$ cat config.mk
export PLATFORM = sky130hd
export DESIGN_NAME = dispatch_scheduler
export DESIGN_NICKNAME = d
export VERILOG_FILES = /design/src/rtl/exec_pkg.sv /design/src/rtl/reg_scoreboard.sv /design/src/rtl/dispatch_scheduler.sv
export SDC_FILE = /design/constraint.sdc
export NUM_CORES = 1
export LEC_CHECK = 0
export CAP_MARGIN = 20
export CORE_AREA = 2 2 258 260
export CTS_CLUSTER_DIAMETER = 120
export DETAILED_ROUTE_END_ITERATION = 16
export DIE_AREA = 0 0 260 262
export GPL_ROUTABILITY_DRIVEN = 0
export PLACE_DENSITY = 0.73
export REMOVE_ABC_BUFFERS = 1
export SLEW_MARGIN = 30
export SYNTH_ARGS = -nofsm -noshare
export SYNTH_HDL_FRONTEND = slang
export SYNTH_SLANG_ARGS = --single-unit
$ cat constraint.sdc
create_clock -name clk -period 4.4 [get_ports clk]
set_input_delay 0.88 -clock clk [delete_from_list [all_inputs] [get_ports clk]]
set_output_delay 0.88 -clock clk [all_outputs]
set_load 0.05 [all_outputs]
$ cat src/rtl/exec_pkg.sv
// Shared execution-side definitions for the dispatch scheduler.
// Holds the packet width, instruction header field positions, the op class
// encoding, the decoded header struct and small decode/routing helpers.
package exec_pkg;

  localparam int unsigned DW = 128;

  // Header field positions inside an instruction packet
  localparam int unsigned RdLsb     = 0;
  localparam int unsigned Rs1Lsb    = 5;
  localparam int unsigned Rs2Lsb    = 10;
  localparam int unsigned ClsLsb    = 15;
  localparam int unsigned RdWeBit   = 17;
  localparam int unsigned UseRs1Bit = 18;
  localparam int unsigned UseRs2Bit = 19;
  localparam int unsigned HdrW      = 20;

  // Execution unit indices (bit positions in unit vectors)
  localparam int unsigned UnitAlu0 = 0;
  localparam int unsigned UnitAlu1 = 1;
  localparam int unsigned UnitMem  = 2;
  localparam int unsigned NUnits   = 3;

  typedef enum logic [1:0] {
    ClsAlu = 2'd0,
    ClsMul = 2'd1,
    ClsMem = 2'd2,
    ClsBr  = 2'd3
  } op_class_e;

  typedef struct packed {
    logic      use_rs2;
    logic      use_rs1;
    logic      rd_we;
    op_class_e cls;
    logic [4:0] rs2;
    logic [4:0] rs1;
    logic [4:0] rd;
  } hdr_t;

  function automatic hdr_t decode_hdr(logic [HdrW-1:0] h);
    hdr_t d;
    d.rd      = h[RdLsb +: 5];
    d.rs1     = h[Rs1Lsb +: 5];
    d.rs2     = h[Rs2Lsb +: 5];
    d.cls     = op_class_e'(h[ClsLsb +: 2]);
    d.rd_we   = h[RdWeBit];
    d.use_rs1 = h[UseRs1Bit];
    d.use_rs2 = h[UseRs2Bit];
    return d;
  endfunction

  // One-hot unit choice for a class given the free units; zero when none fits.
  // ALU/BR prefer alu0 and fall back to alu1.
  function automatic logic [NUnits-1:0] route_unit(op_class_e cls, logic [NUnits-1:0] free);
    logic [NUnits-1:0] r;
    r = '0;
    unique case (cls)
      ClsAlu, ClsBr: begin
        if (free[UnitAlu0])      r[UnitAlu0] = 1'b1;
        else if (free[UnitAlu1]) r[UnitAlu1] = 1'b1;
      end
      ClsMul:  r[UnitAlu1] = free[UnitAlu1];
      ClsMem:  r[UnitMem]  = free[UnitMem];
      default: r = '0;
    endcase
    return r;
  endfunction

endpackage

$ cat src/rtl/reg_scoreboard.sv
// Register busy scoreboard.
// Ports:
//   clk, rst_n  - clock, asynchronous active-low reset
//   flush_i     - clear every busy bit at the next edge
//   set_i       - registers becoming busy this cycle (set wins over clear)
//   clr_i       - registers released by writeback this cycle
//   busy_o      - registered busy vector; bit 0 (x0) is never busy
module reg_scoreboard #(
  parameter int unsigned NREG = 32
) (
  input  logic            clk,
  input  logic            rst_n,
  input  logic            flush_i,
  input  logic [NREG-1:0] set_i,
  input  logic [NREG-1:0] clr_i,
  output logic [NREG-1:0] busy_o
);

  logic [NREG-1:0] busy_q, busy_d;

  always_comb begin
    busy_d = (busy_q & ~clr_i) | set_i;
    if (flush_i) busy_d = '0;
    busy_d[0] = 1'b0;
  end

  always_ff @(posedge clk or negedge rst_n) begin
    if (!rst_n) busy_q <= '0;
    else        busy_q <= busy_d;
  end

  assign busy_o = busy_q;

endmodule

$ cat src/rtl/dispatch_scheduler.sv
// Dual-issue in-order dispatch scheduler.
// Looks at the two oldest buffer entries (s0, s1), checks source operands
// against a register scoreboard and unit availability, and loads issued
// packets into per-unit output registers (alu0, alu1, mem) one cycle later.
// Ports:
//   clk, rst_n                 - clock, asynchronous active-low reset
//   flush                      - drop held packets and scoreboard, block issue
//   s0_*/s1_*                  - oldest / next-oldest buffer entries
//   pop, stall                 - entries consumed this cycle (combinational)
//   alu0_*/alu1_*/mem_*        - unit output registers with valid/ready
//   wb0_*/wb1_*                - writeback releases of busy registers
module dispatch_scheduler #(
  parameter int unsigned DW   = exec_pkg::DW,
  parameter int unsigned NREG = 32
) (
  input  logic          clk,
  input  logic          rst_n,
  input  logic          flush,
  input  logic          s0_valid,
  input  logic [DW-1:0] s0_data,
  input  logic          s1_valid,
  input  logic [DW-1:0] s1_data,
  output logic [1:0]    pop,
  output logic          stall,
  output logic          alu0_valid,
  output logic [DW-1:0] alu0_data,
  input  logic          alu0_ready,
  output logic          alu1_valid,
  output logic [DW-1:0] alu1_data,
  input  logic          alu1_ready,
  output logic          mem_valid,
  output logic [DW-1:0] mem_data,
  input  logic          mem_ready,
  input  logic          wb0_valid,
  input  logic [4:0]    wb0_rd,
  input  logic          wb1_valid,
  input  logic [4:0]    wb1_rd
);
  import exec_pkg::*;

  hdr_t h0, h1;
  assign h0 = decode_hdr(s0_data[HdrW-1:0]);
  assign h1 = decode_hdr(s1_data[HdrW-1:0]);

  logic [NREG-1:0]   busy, set_vec, clr_vec;
  logic [31:0]       busy32;
  logic [NUnits-1:0] unit_ready, unit_free, free_after0, route0, route1;
  logic [NUnits-1:0] unit_valid_q, unit_valid_d;
  logic [DW-1:0]     unit_data_q [NUnits];
  logic [DW-1:0]     unit_data_d [NUnits];
  logic              src_ok0, src_ok1, hazard1, issue0, issue1;

  function automatic logic src_ok(hdr_t h, logic [31:0] b);
    return !(h.use_rs1 && b[h.rs1]) && !(h.use_rs2 && b[h.rs2]);
  endfunction

  // Widen the busy vector so any 5-bit source index is a legal lookup.
  always_comb begin
    busy32 = '0;
    for (int i = 0; i < NREG; i++) busy32[i] = busy[i];
  end

  always_comb begin
    unit_ready  = {mem_ready, alu1_ready, alu0_ready};
    unit_free   = ~unit_valid_q | unit_ready;
    src_ok0     = src_ok(h0, busy32);
    src_ok1     = src_ok(h1, busy32);
    route0      = route_unit(h0.cls, unit_free);
    issue0      = rst_n && !flush && s0_valid && src_ok0 && (route0 != '0);
    free_after0 = unit_free & ~route0;
    route1      = route_unit(h1.cls, free_after0);
    // Slot1 may not depend on or overwrite slot0's destination.
    hazard1     = h0.rd_we && ((h1.use_rs1 && (h1.rs1 == h0.rd)) ||
                               (h1.use_rs2 && (h1.rs2 == h0.rd)) ||
                               (h1.rd_we   && (h1.rd  == h0.rd)));
    issue1      = issue0 && (h0.cls != ClsBr) && s1_valid && src_ok1 && !hazard1 &&
                  (route1 != '0);
    pop         = issue0 ? (issue1 ? 2'd2 : 2'd1) : 2'd0;
    stall       = rst_n && s0_valid && (pop == 2'd0);
  end

  always_comb begin
    for (int u = 0; u < NUnits; u++) begin
      unit_valid_d[u] = unit_valid_q[u] && !unit_ready[u];
      unit_data_d[u]  = unit_data_q[u];
      if (issue0 && route0[u]) begin
        unit_valid_d[u] = 1'b1;
        unit_data_d[u]  = s0_data;
      end else if (issue1 && route1[u]) begin
        unit_valid_d[u] = 1'b1;
        unit_data_d[u]  = s1_data;
      end
      if (flush) unit_valid_d[u] = 1'b0;
    end
  end

  always_ff @(posedge clk or negedge rst_n) begin
    if (!rst_n) begin
      unit_valid_q <= '0;
      for (int u = 0; u < NUnits; u++) unit_data_q[u] <= '0;
    end else begin
      unit_valid_q <= unit_valid_d;
      for (int u = 0; u < NUnits; u++) unit_data_q[u] <= unit_data_d[u];
    end
  end

  always_comb begin
    for (int i = 0; i < NREG; i++) begin
      set_vec[i] = (issue0 && h0.rd_we && (h0.rd == 5'(i))) ||
                   (issue1 && h1.rd_we && (h1.rd == 5'(i)));
      clr_vec[i] = (wb0_valid && (wb0_rd == 5'(i))) ||
                   (wb1_valid && (wb1_rd == 5'(i)));
    end
  end

  reg_scoreboard #(
    .NREG(NREG)
  ) u_scoreboard (
    .clk    (clk),
    .rst_n  (rst_n),
    .flush_i(flush),
    .set_i  (set_vec),
    .clr_i  (clr_vec),
    .busy_o (busy)
  );

  assign alu0_valid = unit_valid_q[UnitAlu0];
  assign alu1_valid = unit_valid_q[UnitAlu1];
  assign mem_valid  = unit_valid_q[UnitMem];
  assign alu0_data  = unit_data_q[UnitAlu0];
  assign alu1_data  = unit_data_q[UnitAlu1];
  assign mem_data   = unit_data_q[UnitMem];

endmodule

==> results.yml, run 1 <==
placement:
  dp.cells: 3211
  portBuffers: 665
  place_ws_ps: -439.6
  dp_hpwl_microns: 59720
drt:
  wl_met3_microns: 6307
  remaining_drc_errors: 0
  drt_iter0_drc: 1143
  dr_wl_met2_microns: 39050
  wl_microns: 78260
  dr.pass1.iters: 6
  drt-met1-wl_microns: 29910
  wl_per_cell_microns: 23.74
  routed.top_layer: "met5"
  ant_nets: 0
  vias_per_cell: 5.332
  vias: 17580
global_route:
  grt_pass1_wl_microns: 115200
  grt_overflow: 0
  grt_pass1_vias: 18680
  antenna_found_initial: 7
  grt_max_degree: 162
  grt_usage: 0.2198
pwr:
  power.density_mw_per_mm2: 550.7
  p_leak_uw: 0.01336
  max-vdd-ir-drop_v: 0.0004275
critical_path:
  crit_path_start_kind: "input port"
  arrival_ps: 3420
  crit_path_max_fanout: 7
  crit_required_ps: 3520
  critPathCaptureType: "output port"
  critical_path_class: "input port to output port"
cts:
  clock_latency_ps: 590
  hold_buffers: 0
  cts_tree: "built"
  htreeDepth: 2
  cts_buffer_depth: 3
  cts.sinks: 418
  clock-root-buffer: "clkbuf_16"
  numCtsBuffers: 48
  clkTransAtPathRegs_ps: 60
timing:
  setup_viol: 0
  fmax_ghz: 0.2325
  rsz0062_at_grt: "no"
  hold_viol: 0
  setup_slack_ps: 98.48
  fin_crit_ps: 4302
  slew-limit-headroom: 0.3760
  slew_violations: 0
  worst_pin_slew_ps: 928.8
  fin_skew_ps: 19.92
  period_share: 0.9776
yosys:
  synthSimpleGateAreaFrac: 0.04008
  synthMuxAreaShare: 0.4178
  synth_cells: 1671
  synth-seq-area-share: 0.4648
  synth_edf_count: 0
  ys_types: 59
  yosysWarnings: 0
  synth_area_leaders: "dfrtp_1 (46%), mux2_2 (32%), mux2_1 (5.9%)"
  synth_area_sq_mm: 0.02251
  synthAdderAreaFrac: 0.002780
  synth.top_cell.area_share: 0.4648
  yosys.area.top_type: "dfrtp_1"
  synth_compound_area_frac: 0.03953
  syn_area_per_cell_sq_um: 13.47
  synth_ff_type: "dfrtp_1"
  ys_seq_elements: 418
  synth-xor-area-share: 0.005838
  async_reset_ff_frac: 1.000
  synth_top_family_by_area: "multiplexers"
die:
  core_area_sq_mm: 0.06528
  rows: 94
  die_h_microns: 262
  die_area_sq_mm: 0.06812
  io_pins: 666
  start_util: 0.3448
  die_x_microns: 260
finish:
  fillers: 5507
  syn_to_final_growth_pct: 45.66
  final_nets: 2680
  fin_cells: 3296
  drive_gt1_frac: 0.3715
  utilization: 0.5022
run_status:
  status: "complete, no violations"
worst_hold_path:
  holdCritPathClass: "input port to async pin"
job:
  cap_violations: 0
==> timing repair <==
| item | 4_1_cts | 5_1_grt |
|---|---|---|
| buffers inserted | 1 | 0 |
| gates resized for setup | 13 | 6 |
| hold endpoints to repair | 0 | 0 |
| setup endpoints to repair | 3 | 2 |
| pin swaps | 3 | 2 |
==> layer usage <==
metal  vias to the layer above  global-route usage
li1                       7702                   -
met1                      8912              0.2606
met2                       772              0.3785
met3                       183             0.05970
met4                         6             0.08685
met5                         -                   0
==> metrics by stage <==
step	hold WS, ps	power [uW]	area, sq um	setup TNS, ps
floorplan	584.4	10890	21890	-2879920
global placement	488.1	14240	31260	-100310
detailed placement	493.9	14370	31260	-115680
CTS	111.7	18210	32730	0
global route	128.4	18700	32780	0
finish	145.5	18050	32780	0
==> worst paths after layout <==
check | cells past startpoint | from | endpoint | slack (ps)
min reg2reg | 1 | alu0_data[114]$_DFFE_PN0P_ | alu0_data[114]$_DFFE_PN0P_ | 500
max | 10 | s0_data[10] | pop[0] | 100
max reg2reg | 9 | u_scoreboard.busy_o[15]$_DFF_PN0_ | alu0_data[103]$_DFFE_PN0P_ | 640
max in group asynchronous | 4 | rst_n | alu0_data[46]$_DFFE_PN0P_ | 2330
min in group clk | 1 | alu0_data[114]$_DFFE_PN0P_ | alu0_data[114]$_DFFE_PN0P_ | 500
min | 1 | rst_n | u_scoreboard.busy_o[9]$_DFF_PN0_ | 150
==> kinds of logic after synthesis <==
logic type,after synthesis
adder cells (fa/ha/maj),5
multiplexers,814
AO/OA/AOI/OAI,126
AND/OR/NAND/NOR,151
XOR/XNOR,15
buffers and inverters,142
flip-flops,418
==> where the power goes <==
part	leakage, uW	internal (uW)	switching, uW	total (uW)
sequential	0.00529	4970	632	5600
combinational	0.00738	3140	5550	8690
clock	0.000691	2120	1640	3760
==> flip-flops by register name (all words and copies together) (netlist names) <==
register / cells
alu1_data: 128
mem_data: 128
unit_valid_q: 3
u_scoreboard.busy_o: 31
alu0_data: 128
==> critical path, cell delays in order <==
cell	delay [ps]
clkdlybuf4s50_1	550
buf_4	190
mux4_2	500
o22a_1	230
a31oi_1	110
and4b_2	310
nor3_2	180
buf_4	170
and2_4	150
buf_8	140
==> cell usage after synthesis, types with 2 or more instances <==
cell	instances
xor2_1	9
nor3b_1	31
nor2_1	19
xnor2_1	6
a221oi_1	2
mux4_2	24
o21ba_2	3
and2_1	2
o211a_1	2
nand2_1	19
a21oi_1	2
mux2_1	117
o22ai_1	31
nor2b_1	16
mux2i_1	27
nand4_1	4
and3_1	2
mux2_2	646
buf_2	57
inv_1	11
buf_6	2
o21ai_0	4
ha_1	5
nand4b_1	2
nand3_1	13
dfrtp_1	418
a221o_1	2
buf_1	7
a31oi_1	35
nor4_1	3
o31ai_1	31
buf_4	10
clkbuf_1	55
or3b_2	2
and3b_1	2
nand2b_1	10
nand3b_1	9
or2_2	3
nor3_1	8
==> layout make-up <==
cell class | count | area (sq um) | area share
Antenna cell | 4 | 10.01 | 0.0003053
Clock buffer | 67 | 1303 | 0.03973
Clock inverter | 12 | 123.9 | 0.003779
Inverter | 11 | 41.29 | 0.001260
Multi-Input combinational cell | 1111 | 11470 | 0.3500
Sequential cell | 418 | 10460 | 0.3191
Tap cell | 864 | 1081 | 0.03298
Timing Repair Buffer | 809 | 8288 | 0.2528
==> layout by cell type (no fill, tap or decap), drive strengths merged, types with 4 or more instances in the layout <==
cell           instances
nor3b                 31
mux2i                 27
o31ai                 31
o22ai                 31
nand2                 19
inv                   13
mux4                  24
ha                     5
clkbuf                67
xor2                   9
nor3                   8
o21ai                  4
nand2b                10
nand3                 13
nand3b                 9
clkdlybuf4s50        657
clkinv                 7
nor2b                 16
buf                  148
a31oi                 35
xnor2                  6
nand4                  4
nor2                  19
dfrtp                418
mux2                 763
diode                  4
No activity file was read; power rests on OpenSTA's default activity.
==> run 2: changes to the inputs <==
--- a/config.mk
+++ b/config.mk
@@ -5,7 +5,6 @@
 export SDC_FILE = /design/constraint.sdc
 export NUM_CORES = 1
 export LEC_CHECK = 0
-export CAP_MARGIN = 20
 export CORE_AREA = 2 2 258 260
 export CTS_CLUSTER_DIAMETER = 120
 export DETAILED_ROUTE_END_ITERATION = 16
==> results of run 2 <==
Same layout as run 1: the final DEF is identical, and so are final timing and power.
